==> src/rtl/cpu_pkg.sv <==
// Shared definitions for the instruction-memory loader: FSM states, memory
// depth default and the byte order used to pack the boot stream into words.
package cpu_pkg;

  localparam int IMEM_ADDR_W = 5;
  localparam bit BIG_ENDIAN  = 1'b1;

  typedef enum logic [2:0] {
    ST_IDLE,
    ST_HDR,
    ST_LOAD,
    ST_WRITE,
    ST_CHK,
    ST_DONE,
    ST_ERR
  } loader_state_t;

  // Shift one stream byte into a partially assembled instruction word.
  function automatic logic [31:0] pack_byte(input logic [31:0] word,
                                            input logic [7:0]  b);
    return BIG_ENDIAN ? {word[23:0], b} : {b, word[31:8]};
  endfunction

endpackage

==> src/rtl/byte_packer.sv <==
// Assembles stream bytes into 32-bit words and keeps the running XOR
// checksum of every byte loaded since the last clear.
module byte_packer
  import cpu_pkg::*;
(
  input  logic        clk_i,
  input  logic        rst_i,
  input  logic        load,
  input  logic        clear,
  input  logic [7:0]  byte_i,
  output logic [31:0] word_o,
  output logic        full_o,
  output logic [7:0]  chk_o
);

  logic [1:0] cnt;

  // NOTE: sequential state uses non-blocking assignments so every register
  // samples the pre-edge values, independent of statement order.
  always_ff @(posedge clk_i or negedge rst_i) begin
    if (!rst_i) begin
      word_o <= '0;
      cnt    <= '0;
      chk_o  <= '0;
    end else if (clear) begin
      word_o <= '0;
      cnt    <= '0;
      chk_o  <= '0;
    end else if (load) begin
      word_o <= pack_byte(word_o, byte_i);
      cnt    <= cnt + 2'd1;
      chk_o  <= chk_o ^ byte_i;
    end
  end

  // The next loaded byte completes a word; the counter wraps to 0 on it.
  assign full_o = (cnt == 2'd3);

endmodule

==> src/rtl/imem_loader.sv <==
// Boot loader: receives a framed byte stream, writes packed words into
// instruction memory from address 0 and releases the CPU once the checksum matches.
module imem_loader
  import cpu_pkg::*;
#(
  parameter int ADDR_W = IMEM_ADDR_W
) (
  input  logic              clk_i,
  input  logic              rst_i,
  input  logic              start_i,
  input  logic              byte_valid_i,
  input  logic [7:0]        byte_i,
  output logic              byte_ready_o,
  output logic              we_o,
  output logic [ADDR_W-1:0] waddr_o,
  output logic [31:0]       wdata_o,
  output logic              cpu_run_o,
  output logic              busy_o,
  output logic              done_o,
  output logic              err_o
);

  localparam int IDX_W = ADDR_W + 1;
  localparam int DEPTH = 1 << ADDR_W;

  loader_state_t    state;
  logic [IDX_W-1:0] word_idx;
  logic [IDX_W-1:0] n_words;
  logic             accept;
  logic             hdr_bad;
  logic             pk_full;
  logic [31:0]      pk_word;
  logic [7:0]       pk_chk;

  assign accept  = byte_valid_i && byte_ready_o;
  assign hdr_bad = (byte_i == 8'd0) || (int'(byte_i) > DEPTH);

  byte_packer u_packer (
    .clk_i  (clk_i),
    .rst_i  (rst_i),
    .load   (accept && (state == ST_LOAD)),
    .clear  (accept && (state == ST_HDR)),
    .byte_i (byte_i),
    .word_o (pk_word),
    .full_o (pk_full),
    .chk_o  (pk_chk)
  );

  always_ff @(posedge clk_i or negedge rst_i) begin
    if (!rst_i) begin
      state    <= ST_IDLE;
      word_idx <= '0;
      n_words  <= '0;
      waddr_o  <= '0;
      wdata_o  <= '0;
    end else begin
      unique case (state)
        ST_IDLE: if (start_i) state <= ST_HDR;
        ST_HDR: begin
          if (byte_valid_i) begin
            if (hdr_bad) begin
              state <= ST_ERR;
            end else begin
              n_words  <= IDX_W'(byte_i);
              word_idx <= '0;
              state    <= ST_LOAD;
            end
          end
        end
        ST_LOAD: begin
          // Capture the completed word now so the write address/data hold
          // steady through WRITE and afterwards.
          if (byte_valid_i && pk_full) begin
            waddr_o <= word_idx[ADDR_W-1:0];
            wdata_o <= pack_byte(pk_word, byte_i);
            state   <= ST_WRITE;
          end
        end
        ST_WRITE: begin
          word_idx <= word_idx + IDX_W'(1);
          state    <= (word_idx + IDX_W'(1) == n_words) ? ST_CHK : ST_LOAD;
        end
        ST_CHK: if (byte_valid_i) state <= (byte_i == pk_chk) ? ST_DONE : ST_ERR;
        ST_DONE, ST_ERR: if (start_i) state <= ST_HDR;
        default: state <= ST_IDLE;
      endcase
    end
  end

  // Control outputs are pure decodes of the state register.
  assign byte_ready_o = state inside {ST_HDR, ST_LOAD, ST_CHK};
  assign busy_o       = state inside {ST_HDR, ST_LOAD, ST_WRITE, ST_CHK};
  assign we_o         = (state == ST_WRITE);
  assign done_o       = (state == ST_DONE);
  assign cpu_run_o    = (state == ST_DONE);
  assign err_o        = (state == ST_ERR);

endmodule

==> config.mk <==
export PLATFORM = sky130hd
export DESIGN_NAME = imem_loader
export DESIGN_NICKNAME = d
export VERILOG_FILES = /design/src/rtl/cpu_pkg.sv /design/src/rtl/byte_packer.sv /design/src/rtl/imem_loader.sv
export SDC_FILE = /design/constraint.sdc
export NUM_CORES = 1
export LEC_CHECK = 0
export CAP_MARGIN = 20
export CORE_MARGIN = 2
export CORE_UTILIZATION = 50
export DETAILED_ROUTE_END_ITERATION = 10
export PLACE_DENSITY = 0.73
export SYNTH_ARGS = -nofsm -noshare
export SYNTH_HDL_FRONTEND = slang
export SYNTH_SLANG_ARGS = --single-unit
==> constraint.sdc <==
create_clock -name clk_i -period 5.15 [get_ports clk_i]
set_clock_uncertainty 0.2 [all_clocks]
set_input_delay 0.7725 -clock clk_i [delete_from_list [all_inputs] [get_ports clk_i]]
set_output_delay 0.7725 -clock clk_i [all_outputs]
set_load 0.1 [all_outputs]
==> flow_metrics.tcl, run 1 <==
set metrics [dict create \
    cts_buffers 9 \
    start_util_pct 51.4 \
    r2r_start "state[0]" \
    first_pass_iters 4 \
    drv_cap 0 \
    routabilityCongestion 0.779 \
    grt_max_degree 87 \
    worstMarginPinSlew_ns 0.977 \
    core_area_mm2 0.00822 \
    layout_common_cells "dfrtp_1 (85), nand2_1 (71), clkdlybuf4s50_1 (51)" \
    postCtsSetupRepairBufs 0 \
    relSlewSlack_pct 34.7 \
    antenna_found_initial 0 \
    met3_length_um 414 \
    io_pins 55 \
    syn-cell-area_mm2 0.00422 \
    antenna_cells 0 \
    hold_class "primary input to asynchronous set/reset pin" \
    area_delta_synth_final_pct 18.4 \
    finalSetupTns_ns 0 \
    cts_hold_buf 0 \
    synth_edf_count 0 \
    drtIter0Drc 143 \
    maxUsedRoutingLayer "met4" \
    die_area_mm2 0.00920 \
    synth_fp_nets 432 \
    hold_viol_final 0 \
    clk_latency_ns 0.37 \
    drive_above_1_share_pct 16.1 \
    critPathMaxFanout 51 \
    holdWs_ns 0.0787 \
    grt_first_pass_wirelength_mm 14.4 \
    routed-wl-met2_mm 3.96 \
    hpwl_mm 5.52 \
    avgRoutedWirePerCell_um 15.1 \
    ys.flop_type "dfrtp_1" \
    h-tree-depth 3 \
    cts_resized 0 \
    fillers 669 \
    vias 3189 \
    setup_violations 0 \
    finalMaxSlewViolations 0 \
    fp.dieH_um 95.9 \
    crit_start "state[1]" \
    placed_cell_area_mm2 0.00477 \
    cts_root_buf "clkbuf_8" \
    wl_met1_mm 3.99 \
    fmax_ghz 0.254 \
    syn_avg_cell_area_um2 10.1 \
    required_ns 4.18 \
    fp-row-count 33 \
    ys_seq_area_share_pct 51.0 \
    tritoncts "yes" \
    fin_crit_ns 3.94 \
    synth-seq-cells 86 \
    arrival_ns 2.97 \
    numClockSinks 86 \
    synth_cells 418 \
    final_common_cell "dfrtp_1" \
    period_share_pct 76.5 \
    worst_setup_path_end_kind "output pin" \
    async_flop_share_pct 100 \
    grt_pass1_vias 2956 \
    synth_cell_types 38 \
    drc_errors 0 \
    die_w_um 95.9 \
    layout.nets 469 \
    start_kind "flop" \
    design_area_mm2 0.00500 \
    grt_overflow 0 \
    yosys_warnings 0 \
    wl_mm 8.51 \
    ant_nets 0 \
    grt_setup_unrepaired "false" \
    clk_pin_slew_ns 0.09 \
    critPathKind "flop to output pin" \
    clockBufferDepth 2 \
    portBuffers 54 \
    status "completed" \
    grt_use_total_pct 20.6 \
    viasPerCell 5.64 \
]
[state kept, by name (all words and copies together), names as in the netlist]
| signal | flops |
|---|---|
| u_packer.chk_o | 8 |
| u_packer.word_o | 24 |
| waddr_o | 5 |
| word_idx | 6 |
| u_packer.cnt | 2 |
| state | 3 |
| wdata_o | 32 |
| n_words | 6 |
[path summary, 6_finish.rpt]
kind / end / slack (ns) / depth (start not counted)
max: err_o / 1.21 / 3
min reg2reg: waddr_o[3] / 0.31 / 1
min in group clk_i: waddr_o[3] / 0.31 / 1
max in group asynchronous: state[1] / 4.07 / 2
max reg2reg: wdata_o[29] / 2.19 / 3
min: waddr_o[2] / 0.08 / 1
[logic make-up after synthesis]
| group | after synthesis | synth area share [%] |
|---|---|---|
| flops | 86 | 51.0 |
| simple gates | 135 | 15.5 |
| fa+ha+maj | 2 | 0.592 |
| xor+xnor | 18 | 3.73 |
| compound gates | 95 | 12.5 |
| buf+inv | 34 | 3.67 |
| mux | 48 | 13.0 |
[cell usage after synthesis (3+ instances only)]
cell type / count / share of area (%)
a21oi_1: 11 / 1.3
mux2i_1: 5 / 1.2
nor2b_1: 26 / 3.9
xnor2_1: 13 / 2.7
dfrtp_1: 86 / 51
nand2_1: 71 / 6.3
nor2_1: 8 / 0.71
buf_1: 5 / 0.44
a31oi_1: 26 / 3.9
o211ai_1: 3 / 0.53
o21ai_0: 49 / 5.8
mux2_2: 39 / 10
xor2_1: 5 / 1.0
mux2_4: 4 / 1.4
clkbuf_1: 20 / 1.8
nand3_1: 10 / 1.2
buf_4: 5 / 0.89
[metal layers]
| metal | global-route usage, % | vias to the layer above |
|---|---|---|
| met5 | 0 | - |
| met4 | 8.57 | 0 |
| met3 | 4.70 | 12 |
| met2 | 31.0 | 74 |
| met1 | 28.7 | 1568 |
| li1 | - | 1535 |
[area by class of cell]
cell class | instances | area, um^2 | area share (%)
Inverter | 2 | 7.51 | 0.150
Sequential cell | 86 | 2150 | 43.1
Multi-Input combinational cell | 298 | 1920 | 38.4
Clock inverter | 7 | 80.1 | 1.60
Clock buffer | 9 | 124 | 2.48
Timing Repair Buffer | 58 | 583 | 11.7
Tap cell | 105 | 131 | 2.63
[critical path, cell delays in order, from the launching register on]
cell	delay (ns)
dfrtp_2	0.72
buf_4	0.52
and3b_1	0.23
clkdlybuf4s50_1	1.13
[stage by stage]
step,setup slack [ns],util (%),instances
after floorplan,0.424,-,418
after global placement,1.64,58.0,548
after detailed placement,1.61,58.0,548
after CTS,1.19,60.5,564
after global routing,1.04,60.8,565
final,1.21,60.8,565
Power of run 1 is left out: the tool's default activity adds up to more than one toggle a clock period on the data nets, which glitch-free logic cannot reach.
==> inputs of run 2 (changes only) <==
==> constraint.sdc (replaced) <==
create_clock -name clk_i -period 4.1 [get_ports clk_i]
set_clock_uncertainty 0.2 [all_clocks]
set_input_delay 0.615 -clock clk_i [delete_from_list [all_inputs] [get_ports clk_i]]
set_output_delay 0.615 -clock clk_i [all_outputs]
set_load 0.1 [all_outputs]
==> run 2 against run 1 <==
  * Sequential share of layout area about the same
  * Critical path type unchanged
  * Final area about the same
  * Clock-buffer cell count unchanged
  * Die area unchanged
  * Critical path depth increased by 2
  * First-iteration DRC count increased by 50%
  * Flip-flop and latch count unchanged
  * Via count decreased by 1.2%
  * Worst hold slack got worse by 0.053 ns
  * Utilization about the same
  * Routed wire length increased by 3.8%
==> flow_metrics.tcl, run 2 (same netlist as run 1, synthesis figures left out) <==
set metrics [dict create \
    ant_nets 0 \
    timing.rr.end "n_words[5]" \
    hold_class "primary input to asynchronous set/reset pin" \
    finalSetupTns_ns 0 \
    layout_common_cells "dfrtp_1 (85), nand2_1 (71), o21ai_0 (48)" \
    ff2ff_setup_slack_ns 1.21 \
    worst_setup_path_end_kind "output pin" \
    viasPerCell 5.57 \
    cp_cell_sequence "nand2_1 -> or2_2 -> inv_1 -> or2_2 -> buf_12" \
    largest_register_ffs 32 \
    grt_max_degree 87 \
    cts_hold_buf 0 \
    die_w_um 95.9 \
    avgRoutedWirePerCell_um 15.6 \
    core_area_mm2 0.00822 \
    start_kind "flop" \
    area_delta_synth_final_pct 18.3 \
    cts_root_buf "clkbuf_8" \
    crit_start "state[0]" \
    final_common_cell "dfrtp_1" \
    grt_use_total_pct 20.7 \
    finalMaxSlewViolations 0 \
    wl_mm 8.83 \
    required_ns 3.28 \
    cts_buffers 9 \
    grt_overflow 0 \
    hpwl_mm 5.65 \
    placed_cell_area_mm2 0.00478 \
    fp-row-count 33 \
    cp_slowest_cell "dfrtp_1" \
    h-tree-depth 3 \
    postCtsSetupRepairBufs 0 \
    worstMarginPinSlew_ns 0.980 \
    critPathMaxFanout 32 \
    design_area_mm2 0.00500 \
    routabilityCongestion 0.764 \
    path_common_cell "or2_2" \
    fmax_ghz 0.305 \
    hold_viol_final 0 \
    r2r_cells 4 \
    top_register "wdata_o" \
    first_pass_iters 4 \
    setup_violations 0 \
    drive_above_1_share_pct 17.1 \
    multi_input_area_mm2 0.00192 \
    grt_setup_unrepaired "false" \
    setup_ws_ns 0.818 \
    fin_crit_ns 3.28 \
    fillers 694 \
    drc_errors 0 \
    fp.dieH_um 95.9 \
    pre_cts_slack_ns 0.867 \
    numClockSinks 86 \
    portBuffers 54 \
    drtIter0Drc 215 \
    reg_top3 "wdata_o x32, u_packer.word_o x24, u_packer.chk_o x8" \
    antenna_cells 0 \
    register_area_mm2 0.00215 \
    tritoncts "yes" \
    critPathKind "flop to output pin" \
    clk_pin_slew_ns 0.09 \
    cts_resized 0 \
    die_area_mm2 0.00920 \
    period_share_pct 80.0 \
    r2r_start "state[0]" \
    clockBufferDepth 2 \
    relSlewSlack_pct 34.4 \
    cpPeakStageDelay_ns 0.97 \
    clk_latency_ns 0.36 \
    io_pins 55 \
    crit_path_end "busy_o" \
    grt_first_pass_wirelength_mm 14.8 \
    grt_pass1_vias 3072 \
    start_util_pct 51.4 \
    antenna_found_initial 0 \
    status "completed" \
    layout.nets 470 \
    drv_cap 0 \
    holdWs_ns 0.0261 \
    vias 3152 \
    arrival_ns 2.47 \
]
-- run 2: changes by cell type in the layout (fill, tap and decap cells not counted), sizes merged --
| cell | delta |
|---|---|
| inv | -1 |
| bufinv | -1 |
| clkinvlp | +2 |
| buf | +5 |
| clkdlybuf4s50 | -4 |
-- run 2: worst min-delay path by stage --
stage | startpoint | end | slack [ns] | cells past startpoint
2_1_floorplan | rst_i | n_words[0] | 0.12 | 0
3_3_place_gp | u_packer.word_o[18] | u_packer.word_o[18] | 0.28 | 2
3_5_place_dp | u_packer.word_o[18] | u_packer.word_o[18] | 0.29 | 2
4_1_cts | rst_i | u_packer.word_o[5] | 0.28 | 1
5_1_grt | rst_i | wdata_o[17] | 0.04 | 1
6_report | rst_i | wdata_o[17] | 0.03 | 1
-- run 2: final cells by class --
cell class | instances | area share [%]
sequential | 86 | 43.1
multi-input combinational | 298 | 38.4
timing repair buffer | 59 | 11.9
tap | 105 | 2.63
clock buffer | 9 | 2.48
clock inverter | 7 | 1.35
inverter | 2 | 0.150
-- run 2: per-stage QoR --
stage	instances	utilization (%)
2_1_floorplan	418	-
3_3_place_gp	549	58.1
3_5_place_dp	549	58.1
4_1_cts	565	60.5
5_1_grt	566	60.8
6_report	566	60.8
-- run 2: per-layer routing --
layer  vias to the layer above  routed length [um]  share of wire, %  global-route usage, %
met2                        72                4040                46                   31.2
met4                         0                 117               1.3                   7.62
met1                      1539                4280                48                   29.2
met3                        10                 400               4.5                   4.78
met5                         -                   0                 0                      0
li1                       1531                   -                 -                      -
-- run 2: critical path, delay by kind of cell (launching register included) --
kind                   cells  cell delay [ns]
AND/OR/NAND/NOR            3             0.75
flip-flops                 1             0.97
buffers and inverters      2             0.39
Power of run 2 is left out for the same reason.
